[config.mk]
export PLATFORM = sky130hd
export DESIGN_NAME = gfx_fetch
export DESIGN_NICKNAME = d
export VERILOG_FILES = /design/src/rtl/gfx_fetch.sv
export SDC_FILE = /design/constraint.sdc
export NUM_CORES = 1
export LEC_CHECK = 0
export CAP_MARGIN = 0
export CORE_MARGIN = 2
export CORE_UTILIZATION = 56
export CTS_BUF_LIST = sky130_fd_sc_hd__clkbuf_8 sky130_fd_sc_hd__clkbuf_16
export DETAILED_ROUTE_END_ITERATION = 6
export GPL_ROUTABILITY_DRIVEN = 0
export HOLD_SLACK_MARGIN = 0.03
export PLACE_DENSITY_LB_ADDON = 0.15
export SLEW_MARGIN = 20
export SYNTH_ARGS = -nofsm -noshare
export SYNTH_HDL_FRONTEND = slang
export SYNTH_SLANG_ARGS = --single-unit
[constraint.sdc]
create_clock -name clk -period 12.4 [get_ports clk]
set_input_delay 3.72 -clock clk [delete_from_list [all_inputs] [get_ports clk]]
set_output_delay 3.72 -clock clk [all_outputs]
set_load 0.1 [all_outputs]
[src/rtl/gfx_fetch.sv]
// -----------------------------------------------------------------------------
// gfx_fetch -- per-line background / sprite fetch sequencer.
//
// On each start pulse the block walks one display line. It fetches either
// tile-map entries plus their pattern words (tile mode) or raw bitmap words
// (bitmap mode). It then optionally scans the sprite attribute table and
// fetches pattern words for the sprites that cover the line. Every fetched
// 8-pixel group goes to the renderer as one command through a valid/ready
// handshake. Only one command is outstanding at a time.
//
// Ports
//   clk, reset         clock, asynchronous active-high reset
//   tilemode           1 = tile map layer, 0 = 320-pixel bitmap layer
//   sprites_enable     scan sprites after the background
//   scroll_x/scroll_y  background scroll offsets
//   spr_sel            sprite attribute index (registered)
//   spr_*              attributes of sprite spr_sel (combinational)
//   vaddr / vdata      VRAM word address (registered) / data for it
//   vline, start       line to fetch, single-cycle start pulse
//   cmd_*              render command: valid/ready, column, pixels, flags
//   busy               line in progress or command still pending
//   spr_overflow       more on-line sprites than MAX_SPR_LINE
// -----------------------------------------------------------------------------
module gfx_fetch #(
    parameter int NUM_SPRITES  = 64,
    parameter int MAX_SPR_LINE = 16,
    parameter int NUM_COLS     = 41
) (
    input  logic                           clk,
    input  logic                           reset,
    input  logic                           tilemode,
    input  logic                           sprites_enable,
    input  logic [8:0]                     scroll_x,
    input  logic [7:0]                     scroll_y,
    output logic [$clog2(NUM_SPRITES)-1:0] spr_sel,
    input  logic [8:0]                     spr_x,
    input  logic [7:0]                     spr_y,
    input  logic [9:0]                     spr_idx,
    input  logic                           spr_priority,
    input  logic [1:0]                     spr_palette,
    input  logic                           spr_h16,
    input  logic                           spr_vflip,
    input  logic                           spr_hflip,
    output logic [13:0]                    vaddr,
    input  logic [15:0]                    vdata,
    input  logic [7:0]                     vline,
    input  logic                           start,
    output logic                           cmd_valid,
    input  logic                           cmd_ready,
    output logic [8:0]                     cmd_idx,
    output logic [31:0]                    cmd_data,
    output logic                           cmd_is_sprite,
    output logic                           cmd_hflip,
    output logic [1:0]                     cmd_palette,
    output logic                           cmd_priority,
    output logic                           busy,
    output logic                           spr_overflow
);

    localparam int SW = $clog2(NUM_SPRITES);
    localparam int CW = $clog2(MAX_SPR_LINE + 1);
    localparam logic [SW-1:0] LAST_SPR = SW'(NUM_SPRITES - 1);

    localparam logic [3:0] S_IDLE = 4'd0;
    localparam logic [3:0] S_MAP1 = 4'd1;
    localparam logic [3:0] S_MAP2 = 4'd2;
    localparam logic [3:0] S_PAT1 = 4'd3;
    localparam logic [3:0] S_PAT2 = 4'd4;
    localparam logic [3:0] S_BM1  = 4'd5;
    localparam logic [3:0] S_BM2  = 4'd6;
    localparam logic [3:0] S_BM3  = 4'd7;
    localparam logic [3:0] S_SPR  = 4'd8;
    localparam logic [3:0] S_DONE = 4'd9;

    logic [3:0]    state;
    logic [5:0]    col;        // tile-map column, wraps at 64
    logic [5:0]    col_cnt;    // columns fetched on this line
    logic [CW-1:0] spr_cnt;    // sprites issued on this line
    logic [8:0]    bg_idx;     // screen x of the next background command
    logic          spr_last;   // the sprite being fetched is the last table entry
    logic [15:0]   data_hi;    // first pattern word, waits for the second

    // Attributes of the group being fetched. They are copied to cmd_* only
    // when the command is issued, so a pending command is never disturbed by
    // the prefetch of the next one.
    logic [8:0]    pend_idx;
    logic          pend_is_sprite;
    logic          pend_hflip;
    logic [1:0]    pend_palette;
    logic          pend_priority;

    logic          pending;
    logic [7:0]    tline;
    logic [7:0]    ydiff;
    logic [3:0]    spr_height;
    logic          spr_online;
    logic [3:0]    spr_row;
    logic [13:0]   bm_addr;
    logic [15:0]   vdata_swapped;
    logic [3:0]    bg_end_state;

    assign pending       = cmd_valid && !cmd_ready;
    assign tline         = vline + scroll_y;
    assign ydiff         = vline - spr_y;
    assign spr_height    = spr_h16 ? 4'd15 : 4'd7;
    assign spr_online    = ydiff <= {4'd0, spr_height};
    assign spr_row       = spr_vflip ? (spr_height - ydiff[3:0]) : ydiff[3:0];
    assign bm_addr       = {6'd0, vline} * 14'd80 + {7'd0, col_cnt, 1'b0};
    assign vdata_swapped = {vdata[7:0], vdata[15:8]};
    assign bg_end_state  = sprites_enable ? S_SPR : S_DONE;

    // NOTE: every register here is updated with non-blocking assignments so
    // that all state changes at the clock edge from the same pre-edge values.
    always_ff @(posedge clk or posedge reset) begin
        if (reset) begin
            state          <= S_IDLE;
            busy           <= 1'b0;
            cmd_valid      <= 1'b0;
            cmd_idx        <= '0;
            cmd_data       <= '0;
            cmd_is_sprite  <= 1'b0;
            cmd_hflip      <= 1'b0;
            cmd_palette    <= '0;
            cmd_priority   <= 1'b0;
            vaddr          <= '0;
            spr_sel        <= '0;
            spr_overflow   <= 1'b0;
            col            <= '0;
            col_cnt        <= '0;
            spr_cnt        <= '0;
            bg_idx         <= '0;
            spr_last       <= 1'b0;
            data_hi        <= '0;
            pend_idx       <= '0;
            pend_is_sprite <= 1'b0;
            pend_hflip     <= 1'b0;
            pend_palette   <= '0;
            pend_priority  <= 1'b0;
        end else if (start) begin
            // A new line abandons the current one, including any pending command.
            busy         <= 1'b1;
            cmd_valid    <= 1'b0;
            spr_overflow <= 1'b0;
            spr_sel      <= '0;
            col_cnt      <= '0;
            spr_cnt      <= '0;
            spr_last     <= 1'b0;
            col          <= scroll_x[8:3];
            bg_idx       <= tilemode ? (9'd0 - {6'd0, scroll_x[2:0]}) : 9'd0;
            state        <= tilemode ? S_MAP1 : S_BM1;
        end else begin
            if (cmd_valid && cmd_ready) begin
                cmd_valid <= 1'b0;
            end

            case (state)
                S_MAP1: begin
                    if (col_cnt == 6'(NUM_COLS)) begin
                        state <= bg_end_state;
                    end else begin
                        vaddr <= {3'b111, tline[7:3], col};
                        state <= S_MAP2;
                    end
                end

                S_MAP2: begin
                    pend_is_sprite <= 1'b0;
                    pend_hflip     <= vdata[11];
                    pend_palette   <= vdata[14:13];
                    pend_priority  <= vdata[15];
                    vaddr   <= {vdata[9:0], vdata[12] ? ~tline[2:0] : tline[2:0], 1'b0};
                    col     <= col + 6'd1;
                    col_cnt <= col_cnt + 6'd1;
                    state   <= S_PAT1;
                end

                S_BM1: begin
                    if (col_cnt == 6'd40) begin
                        state <= bg_end_state;
                    end else begin
                        pend_is_sprite <= 1'b0;
                        pend_hflip     <= 1'b0;
                        pend_palette   <= 2'd1;
                        pend_priority  <= 1'b0;
                        vaddr   <= bm_addr;
                        col_cnt <= col_cnt + 6'd1;
                        state   <= S_BM2;
                    end
                end

                S_PAT1, S_BM2: begin
                    data_hi  <= vdata_swapped;
                    vaddr[0] <= 1'b1;
                    state    <= (state == S_BM2) ? S_BM3 : S_PAT2;
                end

                S_PAT2, S_BM3: begin
                    // Issue as soon as the slot is free, including the cycle
                    // in which the previous command transfers.
                    if (!pending) begin
                        cmd_valid     <= 1'b1;
                        cmd_data      <= {data_hi, vdata_swapped};
                        cmd_is_sprite <= pend_is_sprite;
                        cmd_hflip     <= pend_hflip;
                        cmd_palette   <= pend_palette;
                        cmd_priority  <= pend_priority;
                        if (pend_is_sprite) begin
                            cmd_idx <= pend_idx;
                        end else begin
                            cmd_idx <= bg_idx;
                            bg_idx  <= bg_idx + 9'd8;
                        end
                        if (state == S_BM3)      state <= S_BM1;
                        else if (!pend_is_sprite) state <= S_MAP1;
                        else if (spr_last)        state <= S_DONE;
                        else                      state <= S_SPR;
                    end
                end

                S_SPR: begin
                    if (spr_online && spr_cnt == CW'(MAX_SPR_LINE)) begin
                        spr_overflow <= 1'b1;
                        state        <= S_DONE;
                    end else begin
                        if (spr_online) begin
                            vaddr <= {spr_idx[9:1], spr_idx[0] ^ spr_row[3], spr_row[2:0], 1'b0};
                            pend_idx       <= spr_x;
                            pend_is_sprite <= 1'b1;
                            pend_hflip     <= spr_hflip;
                            pend_palette   <= spr_palette;
                            pend_priority  <= spr_priority;
                            spr_cnt        <= spr_cnt + 1'b1;
                            state          <= S_PAT1;
                        end else if (spr_sel == LAST_SPR) begin
                            state <= S_DONE;
                        end
                        // The table is scanned once; the index never wraps.
                        spr_last <= (spr_sel == LAST_SPR);
                        if (spr_sel != LAST_SPR) begin
                            spr_sel <= spr_sel + 1'b1;
                        end
                    end
                end

                S_DONE: begin
                    if (!pending) begin
                        busy  <= 1'b0;
                        state <= S_IDLE;
                    end
                end

                default: begin
                    state <= S_IDLE;
                end
            endcase
        end
    end

endmodule

==> metrics.txt, run 1 <==
R2R Path End pend_palette[1]; DP HPWL ~14 mm; routed len/inst 18.6 um; largest net degree at the start of global routing 67; nets between 900 and 1000; worst min path class register to register; Post-synth EDFFs 0; Die X 119 um; critical path class input pin to register; Hold Fails Final Rpt 0; Worst Reg-to-Reg Cells 6; total negative setup slack 0 ns; worst vdd ir 0.153 mV; Crit path arrival time slightly above 7 ns; Place WS ~5.1 ns; DR vias/cell slightly below 6; DR pass1 iterations 5; Leak Pwr approximately 4.2 nW; Period minus WS final around 6.9 ns; max-slew violations 0; area occupied by multi-input gates ~3900 um2; Synth Warn # 0; GRT overflow 0; RSZ-0062 raised after global routing false; n_diodes 0; DRC 0; status completed; syn avg cell area around 11 um2; WP buf/inv 1; Via Count approximately 6000; FF-to-FF Start state[2]; power density cells 254 nW/um2; DP Cell Count approximately 1000; sequential cell area around 3300 um2; Worst slew margin 32.4%; Num CTS Buffers 17; max cap viols 0; Critical Path Source Type input pin; slack of the critical path around 5.5 ns; CTS Root Cell clkbuf_16; sequential area share after synthesis between 40% and 50%; Rows 42; fill count 915; DR iter-0 viols 671; FF+latch count, synth 130; first-pass GRT wire length between 30 and 40 mm; Post-CTS Setup Bufs 0; CP max-delay cell clkdlybuf4s50_1; hold buffers post-CTS 0; Post-synth ARST share 100%; # IOs approximately 150; TritonCTS clock tree done; layout cells sized above 1 between 15 and 20%; Tightest Pin Transition 1.01 ns; Core Region 13100 um2; initial core utilization a little under three fifths; post-route antenna net violation count 0; Worst setup EP type register; Final Instance Count excl. Fillers slightly above 1000; post-CTS sizing 0; syn_nets just over 800; Hold Path Sink busy; Critical Path RT ~13 ns; clk slew on worst S/H paths 0.05 ns; Tcrit/Tclk final 55.8%; CP Max Fanout 7; Syn Inst Count between 600 and 700; CTS H-tree depth 4; hold path depth 1; area delta synth->final 30.5%; clk sink count between 100 and 150; die height 119 um; fmax about 140 MHz; vias in the first global route between 6000 and 7000; Max Buffers Root-to-Sink 2; most frequent CP cell ha_1; Top Family by Delay on Critical Path simple AND/OR/NAND/NOR gates; worst clock skew around 0.0063 ns; Clk Latency, worst-skew pair roughly 0.42 ns; Main synth FF type dfrtp_1; largest stage delay on the critical path ~0.67 ns; final setup fails 0; DIE AREA around 14000 um2; Routed WL 19.0 mm; Global Route Usage Sum about 28%; Worst Min Path Start busy; Port Buffers 148; post-synth cell types 70; Cell Area, Synth between 7000 and 8000 um2; initial antenna violation count 0; worst hold slack slightly below 0.5 ns; reg2reg setup slack between 9 and 10 ns; critical path cell sequence clkdlybuf4s50_1 > ha_1 > nor2b_1 > o21a_1 > nor3_1 > nor2_1 > ha_1 > nand2_1 > o21ai_0 > o211ai_4 > nor3_2 > and4_1 > mux2_2
-- per-stage QoR --
step	utilization, %	instance area [um2]	power [mW]
2_1_floorplan	-	7400	1.61
3_3_place_gp	69.1	9040	1.91
3_5_place_dp	69.1	9040	1.93
4_1_cts	73.8	9660	2.46
5_1_grt	73.8	9660	2.54
6_report	73.8	9660	2.45
-- worst register-to-register path: stages, from the launching register on --
cell and delay [ns]:
dfrtp_1 0.60, nor2b_1 0.37, and2_1 0.49, nor2_1 0.31
nor3_1 0.50, nand2_1 0.27, a221o_1 0.43
-- cells by family after synthesis --
| group | count (synthesis) | share of synthesized area [%] |
|---|---|---|
| fa+ha+maj | 44 | 7.84 |
| buf+inv | 59 | 3.19 |
| xor+xnor | 44 | 5.31 |
| compound gates | 134 | 12.6 |
| mux | 94 | 14.6 |
| simple gates | 183 | 12.5 |
| flops | 130 | 43.9 |
-- cell usage after synthesis, types with 3 or more instances --
master | instances | area share (%)
dfrtp_1 | 130 | 44
mux2_2 | 72 | 11
nor2_1 | 56 | 2.8
ha_1 | 40 | 6.8
nand2_1 | 39 | 2.0
a21oi_1 | 34 | 2.3
inv_1 | 32 | 1.6
o21ai_0 | 32 | 2.2
xor2_1 | 25 | 3.0
clkbuf_1 | 18 | 0.91
xnor2_1 | 18 | 2.1
mux2i_1 | 13 | 1.8
nor2b_1 | 13 | 1.1
nor3_1 | 13 | 0.88
nand2b_1 | 11 | 0.93
mux2_4 | 8 | 1.6
nand3_1 | 8 | 0.54
nand4_1 | 8 | 0.68
a21o_1 | 7 | 0.71
a222oi_1 | 7 | 0.95
and3_1 | 6 | 0.51
a221o_1 | 5 | 0.68
a31oi_1 | 5 | 0.42
and2_1 | 5 | 0.42
o21a_1 | 5 | 0.51
buf_1 | 4 | 0.20
fa_1 | 4 | 1.1
nor3_2 | 4 | 0.54
o31ai_1 | 4 | 0.41
a221oi_1 | 3 | 0.35
buf_2 | 3 | 0.20
o22ai_1 | 3 | 0.25
or2_2 | 3 | 0.25
or3_1 | 3 | 0.25
-- layout make-up --
| cell class | count | share of cell area (%) |
|---|---|---|
| clock buffer | 19 | 4.69 |
| clock inverter | 13 | 1.74 |
| inverter | 32 | 1.27 |
| multi-input combinational | 499 | 40.6 |
| sequential | 130 | 33.7 |
| tap | 176 | 2.28 |
| timing repair buffer | 154 | 15.7 |
-- flip-flops by register name, summed over array words and instances, names as in the netlist, 2 cells and up --
name / flops
data_hi: 16
col_cnt: 6
vaddr: 14
col: 6
spr_sel: 6
cmd_data: 32
bg_idx: 9
pend_palette: 2
spr_cnt: 5
cmd_palette: 2
pend_idx: 9
cmd_idx: 9
state: 4
-- worst max-delay path by stage --
stage	startpoint	endpoint	slack, ns	cells past startpoint
after floorplan	reset	bg_idx[0]	5.21	1
after global placement	vline[1]	vaddr[8]	5.27	13
after detailed placement	vline[1]	spr_cnt[3]	5.08	13
after CTS	vline[1]	spr_cnt[3]	5.48	13
after global routing	vline[1]	spr_cnt[3]	5.23	13
final	vline[1]	spr_cnt[3]	5.48	13
-- routing by layer --
metal / GRT usage (%) / wire [um] / up-vias
met1: 34.4 / 8020 / 2988
met3: 5.65 / 844 / 39
met2: 48.5 / 9730 / 196
met4: 10.3 / 393 / 0
li1: - / - / 2772
met5: 0 / 0 / -
-- report_power, final --
part	switching [mW]	total (mW)	internal, mW
registers	0.0977	0.659	0.561
clock network	0.177	0.520	0.343
logic	0.921	1.27	0.350
-- layout by cell type, fill, tap and decap left out, types with 6 or more instances in the layout --
cell type        netlist  layout
a21oi_1               34      34
clkbuf_16              0      17
clkdlybuf4s50_1        0     147
dfrtp_1              130     130
nor3_1                13      12
nor2_1                56      56
xnor2_1               18      18
a21o_1                 7       7
and3_1                 6       6
buf_4                  1       6
nand2_1               39      39
xor2_1                25      25
mux2i_1               13      13
inv_1                 32      34
nor2b_1               13      13
nand2b_1              11      11
ha_1                  40      40
nand4_1                8       8
o21ai_0               32      32
mux2_4                 8       8
nand3_1                8       8
mux2_2                72      72
a222oi_1               7       7
Note: power is estimated with default switching activity, not from simulation.
==> run 2: changes to the inputs <==
--- a/config.mk
+++ b/config.mk
@@ -7,7 +7,7 @@
 export LEC_CHECK = 0
 export CAP_MARGIN = 0
 export CORE_MARGIN = 2
-export CORE_UTILIZATION = 56
+export CORE_UTILIZATION = 47
 export CTS_BUF_LIST = sky130_fd_sc_hd__clkbuf_8 sky130_fd_sc_hd__clkbuf_16
 export DETAILED_ROUTE_END_ITERATION = 6
 export GPL_ROUTABILITY_DRIVEN = 0
==> constraint.sdc (replaced) <==
create_clock -name clk -period 6.2 [get_ports clk]
set_input_delay 1.86 -clock clk [delete_from_list [all_inputs] [get_ports clk]]
set_output_delay 1.86 -clock clk [all_outputs]
set_load 0.1 [all_outputs]
==> run 2 against run 1 <==
  * Non-clock buffer count increased by 1
  * Largest cell class unchanged
  * Worst hold slack got worse by 0.0065 ns
  * Register-to-register slack got worse by 6.2 ns
  * Clock-buffer cell count increased by 1
==> metrics.txt, run 2 (synthesized netlist as in run 1, its figures left out) <==
FF-to-FF Start state[2]; Via Count 5861 (-2.2%); DR pass1 iterations 7 (+2); fill count 1228 (+34%); Post-CTS Setup Bufs 0 (unchanged); biggest regs cmd_data: 32 flops, data_hi: 16 flops, vaddr: 14 flops; layout cells sized above 1 16.1% (unchanged); Hold Fails Final Rpt 0 (unchanged); hold buffers post-CTS 0 (unchanged); power density cells 505 nW/um2 (+99%); CP Max Fanout 14 (+7); Critical Path RT 6.49 ns (-6.21 ns); Max Buffers Root-to-Sink 2 (unchanged); Worst setup EP type register; Tightest Pin Transition 1.01 ns (+0.00315 ns); status completed; total power 4.91 mW (+100%); Core Region 15300 um2 (+17%); largest net degree at the start of global routing 54 (-19%); Routed WL 18.8 mm (-0.83%); Critical Path Source Type input pin; nets 959 (+0.10%); CTS Root Cell clkbuf_16; Port Buffers 148 (unchanged); post-route antenna net violation count 0 (unchanged); Worst slew margin 32.2% (-0.21 points); Switching Power 2.38 mW (+99%); DIE AREA 16800 um2 (+18%); worst vdd ir 0.299 mV (+95%); first-pass GRT wire length 30.4 mm (-1.9%); Sw Ratio 48.6% (-0.22 points); part of the power in registers 26.6% (-0.3 points); n_diodes 0 (unchanged); Period minus WS final about 5 ns; commonest non-fill, non-tap cell in the layout clkdlybuf4s50_1; clock power share 21.6% (+0.4 points); TritonCTS clock tree done; DR iter-0 viols 396 (-41%); fmax 198 MHz; RSZ-0062 raised after global routing false; area delta synth->final 31.3%; Die X 130 um (+8.8%); DR vias/cell 5.54 (-5.5%); Pint 2.52 mW (+100%); worst min path class register to register; worst clock skew 0.00991 ns (+0.00360 ns); Rows 45 (+7.1%); critical path class input pin to register; Num CTS Buffers 17 (unchanged); Clk Latency, worst-skew pair 0.42 ns (about the same); final setup fails 0 (unchanged); initial core utilization 48.3% (-8.2 points); DP HPWL 14.1 mm (+1.5%); vias in the first global route 5948 (-3.3%); Place WS 0.782 ns (-4.30 ns); DRC 0 (unchanged); critical path startpoint vline[1]; Tcrit/Tclk final roughly 81%; Global Route Usage Sum 23.3% (-4.6 points); Worst Min Path Start busy; max cap viols 0 (unchanged); max FFs per register 32 (unchanged); clk slew on worst S/H paths 0.05 ns (about the same); most frequent cells in the layout clkdlybuf4s50_1 (147), dfrtp_1 (130), mux2_2 (72); CTS H-tree depth 4 (unchanged); slack of the critical path 1.16 ns (-4.32 ns); initial antenna violation count 0 (unchanged); largest reg by FF count cmd_data; Crit path arrival time 5.33 ns (-1.89 ns); Leak Pwr 4.18 nW (+0.12%); # IOs 149 (unchanged); die height 130 um (+8.8%); post-CTS sizing 0 (unchanged); GRT overflow 0 (unchanged); routed len/inst 17.8 um (-4.1%); total negative setup slack 0 ns (unchanged); clk sink count 130 (unchanged); Comb power frac 51.8% (about the same); max-slew violations 0 (unchanged)
==> run 2: power groups by stage <==
stage / Combinational (mW) / Clock (mW) / Sequential, mW
final: 2.54 / 1.06 / 1.31
after global routing: 2.64 / 1.12 / 1.34
after global placement: 2.51 / 0 / 1.30
after floorplan: 0.555 / 0 / 2.67
after detailed placement: 2.54 / 0 / 1.32
after CTS: 2.55 / 1.08 / 1.31
==> run 2: cell type report <==
cell class | count | area, um2 | share of cell area, %
inverters | 32 | 123 | 1.26
clock buffers | 20 | 467 | 4.80
multi-input cells | 499 | 3930 | 40.4
flip-flops and latches | 130 | 3250 | 33.5
clock inverters | 11 | 161 | 1.66
well taps | 211 | 264 | 2.72
repair buffers | 155 | 1530 | 15.7
==> run 2: per-stage QoR <==
step,cell area [um2],hold WS [ns],utilization (%),std cells
2_1_floorplan,7400,0.474,-,688
3_3_place_gp,9090,0.466,59.4,1027
3_5_place_dp,9090,0.469,59.4,1027
4_1_cts,9720,0.482,63.5,1058
5_1_grt,9720,0.504,63.5,1058
6_report,9720,0.480,63.5,1058
==> run 2: per-layer routing <==
metal | vias up | GRT usage [%] | share of wire, % | routed length, um
met5 | - | 0 | 0 | 0
met2 | 180 | 38.0 | 48 | 8990
li1 | 2762 | - | - | -
met4 | 0 | 7.34 | 1.8 | 343
met1 | 2890 | 31.3 | 46 | 8610
met3 | 29 | 5.08 | 4.7 | 890
==> run 2: worst max-delay path, stage by stage <==
cell	delay, ns
clkdlybuf4s50_1	0.68
ha_1	0.30
nor2b_1	0.13
o21a_1	0.19
nor3_1	0.23
nor2_1	0.09
ha_1	0.30
nand2_1	0.05
o21ai_0	0.28
o211ai_4	0.22
o31ai_4	0.29
nand2_2	0.32
mux2_4	0.39
==> run 2: final timing paths <==
path | slack [ns] | endpoint | depth (start not counted)
worst max register to register | 3.04 | cmd_data[20] | 5
min in group asynchronous | 1.82 | cmd_idx[1] | 2
worst max-delay path | 1.16 | vaddr[2] | 13
max in group asynchronous | 3.35 | cmd_data[21] | 3
worst min-delay path | 0.48 | busy | 1
worst min register to register | 0.48 | busy | 1
==> run 3: changes to the inputs <==
--- a/config.mk
+++ b/config.mk
@@ -7,7 +7,7 @@
 export LEC_CHECK = 0
 export CAP_MARGIN = 0
 export CORE_MARGIN = 2
-export CORE_UTILIZATION = 47
+export CORE_UTILIZATION = 52
 export CTS_BUF_LIST = sky130_fd_sc_hd__clkbuf_8 sky130_fd_sc_hd__clkbuf_16
 export DETAILED_ROUTE_END_ITERATION = 6
 export GPL_ROUTABILITY_DRIVEN = 0
==> constraint.sdc (replaced) <==
create_clock -name clk -period 4.9 [get_ports clk]
set_input_delay 1.47 -clock clk [delete_from_list [all_inputs] [get_ports clk]]
set_output_delay 1.47 -clock clk [all_outputs]
set_load 0.1 [all_outputs]
==> run 3 against run 2 <==
  * Sequential power increased by 26%
  * Critical path depth up 1
  * Clock-buffer cell count is the same
  * Worst hold slack better by 0.013 ns
  * Final cell count down 2.6%
  * Global-route usage increased by 1.7 points
  * Final area about the same
  * Largest cell class unchanged
  * Via count up 1.5%
  * Utilization up 6.5 points
  * Critical path type unchanged
==> metrics.txt, run 3 (synthesized netlist as in run 1, its figures left out) <==
total power 6.17 mW (+26%); DR pass1 iterations 6 (-1); Port Buffers 148 (unchanged); critical path class input pin to register; initial antenna violation count 0 (unchanged); CTS H-tree depth 4 (unchanged); status completed; DR iter-0 viols 488 (+23%); max-slew violations 0 (unchanged); Hold Fails Final Rpt 0 (unchanged); critical path cell sequence clkdlybuf4s50_1 > inv_1 > ha_1 > nor2b_1 > o21a_1 > nor3_1 > nor2_1 > ha_1 > nand2_1 > o21ai_0 > o211ai_4 > o31ai_4 > nand2_2 > mux2_4; Critical Path Source Type input pin; post-route antenna net violation count 0 (unchanged); CP max-delay cell clkdlybuf4s50_1; Num CTS Buffers 17 (unchanged); Clk Latency, worst-skew pair 0.42 ns (about the same); routed len/inst 17.7 um (-0.53%); max FFs per register 32 (unchanged); Rows 43 (-4.4%); Die X 123 um (-4.8%); DR vias/cell 5.77 (+4.1%); Crit path arrival time 4.78 ns (-0.55 ns); Worst slew margin 28.1% (-4.1 points); most frequent CP cell ha_1; DIE AREA 15200 um2 (-9.3%); final setup fails 0 (unchanged); max cap viols 0 (unchanged); layout cells sized above 1 16.9% (+0.86 points); clk slew on worst S/H paths 0.06 ns (about the same); # IOs 149 (unchanged); largest stage delay on the critical path 0.50 ns (-0.18 ns); power density cells 635 nW/um2 (+26%); worst vdd ir 0.379 mV (+27%); largest reg by FF count cmd_data; Worst setup EP type register; hold buffers post-CTS 0 (unchanged); worst clock skew 0.00949 ns (-0.000413 ns); DRC 0 (unchanged); Core Region 13900 um2 (-9.4%); vias in the first global route 5836 (-1.9%); fmax 223 MHz; Global Route Usage Sum 25.0% (+1.7 points); initial core utilization 53.3% (+5.0 points); die height 123 um (-4.8%); n_diodes 0 (unchanged); RSZ-0062 raised after global routing false; Via Count 5947 (+1.5%); Period minus WS final approximately 4.5 ns; largest net degree at the start of global routing 131 (+140%); CP Max Fanout 14 (unchanged); worst min path class register to register; clk sink count 130 (unchanged); TritonCTS clock tree done; Post-CTS Setup Bufs 0 (unchanged); post-CTS sizing 0 (unchanged); most frequent cells in the layout clkdlybuf4s50_1 (147), dfrtp_1 (130), mux2_2 (72); CTS Root Cell clkbuf_16; first-pass GRT wire length 29.2 mm (-3.9%); DP HPWL 13.6 mm (-3.3%); biggest regs cmd_data: 32 flops, data_hi: 16 flops, vaddr: 14 flops; area delta synth->final 31.3% (about the same); Max Buffers Root-to-Sink 2 (unchanged); fin area 9720 um2 (about the same); GRT overflow 0 (unchanged); commonest non-fill, non-tap cell in the layout clkdlybuf4s50_1; Critical Path RT 5.20 ns (-1.29 ns); Routed WL 18.2 mm (-3.1%); nets 962 (+0.31%); Leak Pwr 4.18 nW (+0.11%); Tcrit/Tclk final 91.5%; Tightest Pin Transition 1.07 ns (+0.0583 ns); Area after DPL 9100 um2 (about the same)
[run 3: changes by cell type in the layout (fill, tap and decap cells not counted), sizes merged]
cell / delta
clkinvlp: +2
bufinv: -1
clkinv: +4
inv: -4
buf: +3
[run 3: cell type report]
cell class,count,area (um2)
clock inverter,12,155
fill,1025,4160
tap,180,225
inverter,32,124
multi-input combinational,499,3930
sequential,130,3250
timing repair buffer,158,1560
clock buffer,20,467
[run 3: path summary, 6_finish.rpt]
kind / startpoint / end / slack, ns / cells after the start
worst max register to register: state[2] / pend_palette[1] / 1.85 / 6
worst min-delay path: spr_overflow / spr_overflow / 0.49 / 2
worst min register to register: spr_overflow / spr_overflow / 0.49 / 2
worst max-delay path: spr_y[1] / vaddr[6] / 0.41 / 14
max in group asynchronous: reset / spr_cnt[2] / 2.78 / 3
min in group asynchronous: reset / cmd_data[18] / 1.60 / 3
[run 3: metal layers]
| metal | global-route usage (%) | part of all wire, % | vias to the layer above |
|---|---|---|---|
| li1 | - | - | 2783 |
| met1 | 33.6 | 45 | 2948 |
| met2 | 40.2 | 48 | 191 |
| met3 | 5.35 | 5.2 | 25 |
| met4 | 8.52 | 1.9 | 0 |
| met5 | 0 | 0 | - |
[run 3: worst max-delay path, delay by kind of cell]
kind	cells	cell delay [ns]
AOI/OAI and AO/OA	4	0.98
adders and majority gates	2	0.58
buffers and inverters	2	0.56
muxes	1	0.38
and+or+nand+nor	5	0.80
[run 3: stage by stage]
stage	instances	utilization, %	hold slack, ns	TNS (ns)	setup slack (ns)
CTS	1031	70.0	0.501	0	0.442
global route	1031	70.0	0.516	0	0.145
finish	1031	70.0	0.493	0	0.414
global placement	999	65.5	0.466	0	0.136
floorplan	688	-	0.474	0	0.827
detailed placement	999	65.5	0.482	-0.00273	-0.00161
[run 3: report_power, final]
| group | switching [mW] | internal, mW |
|---|---|---|
| Clock | 0.466 | 0.841 |
| Combinational | 2.32 | 0.888 |
| Sequential | 0.234 | 1.42 |
| Total | 3.02 | 3.15 |
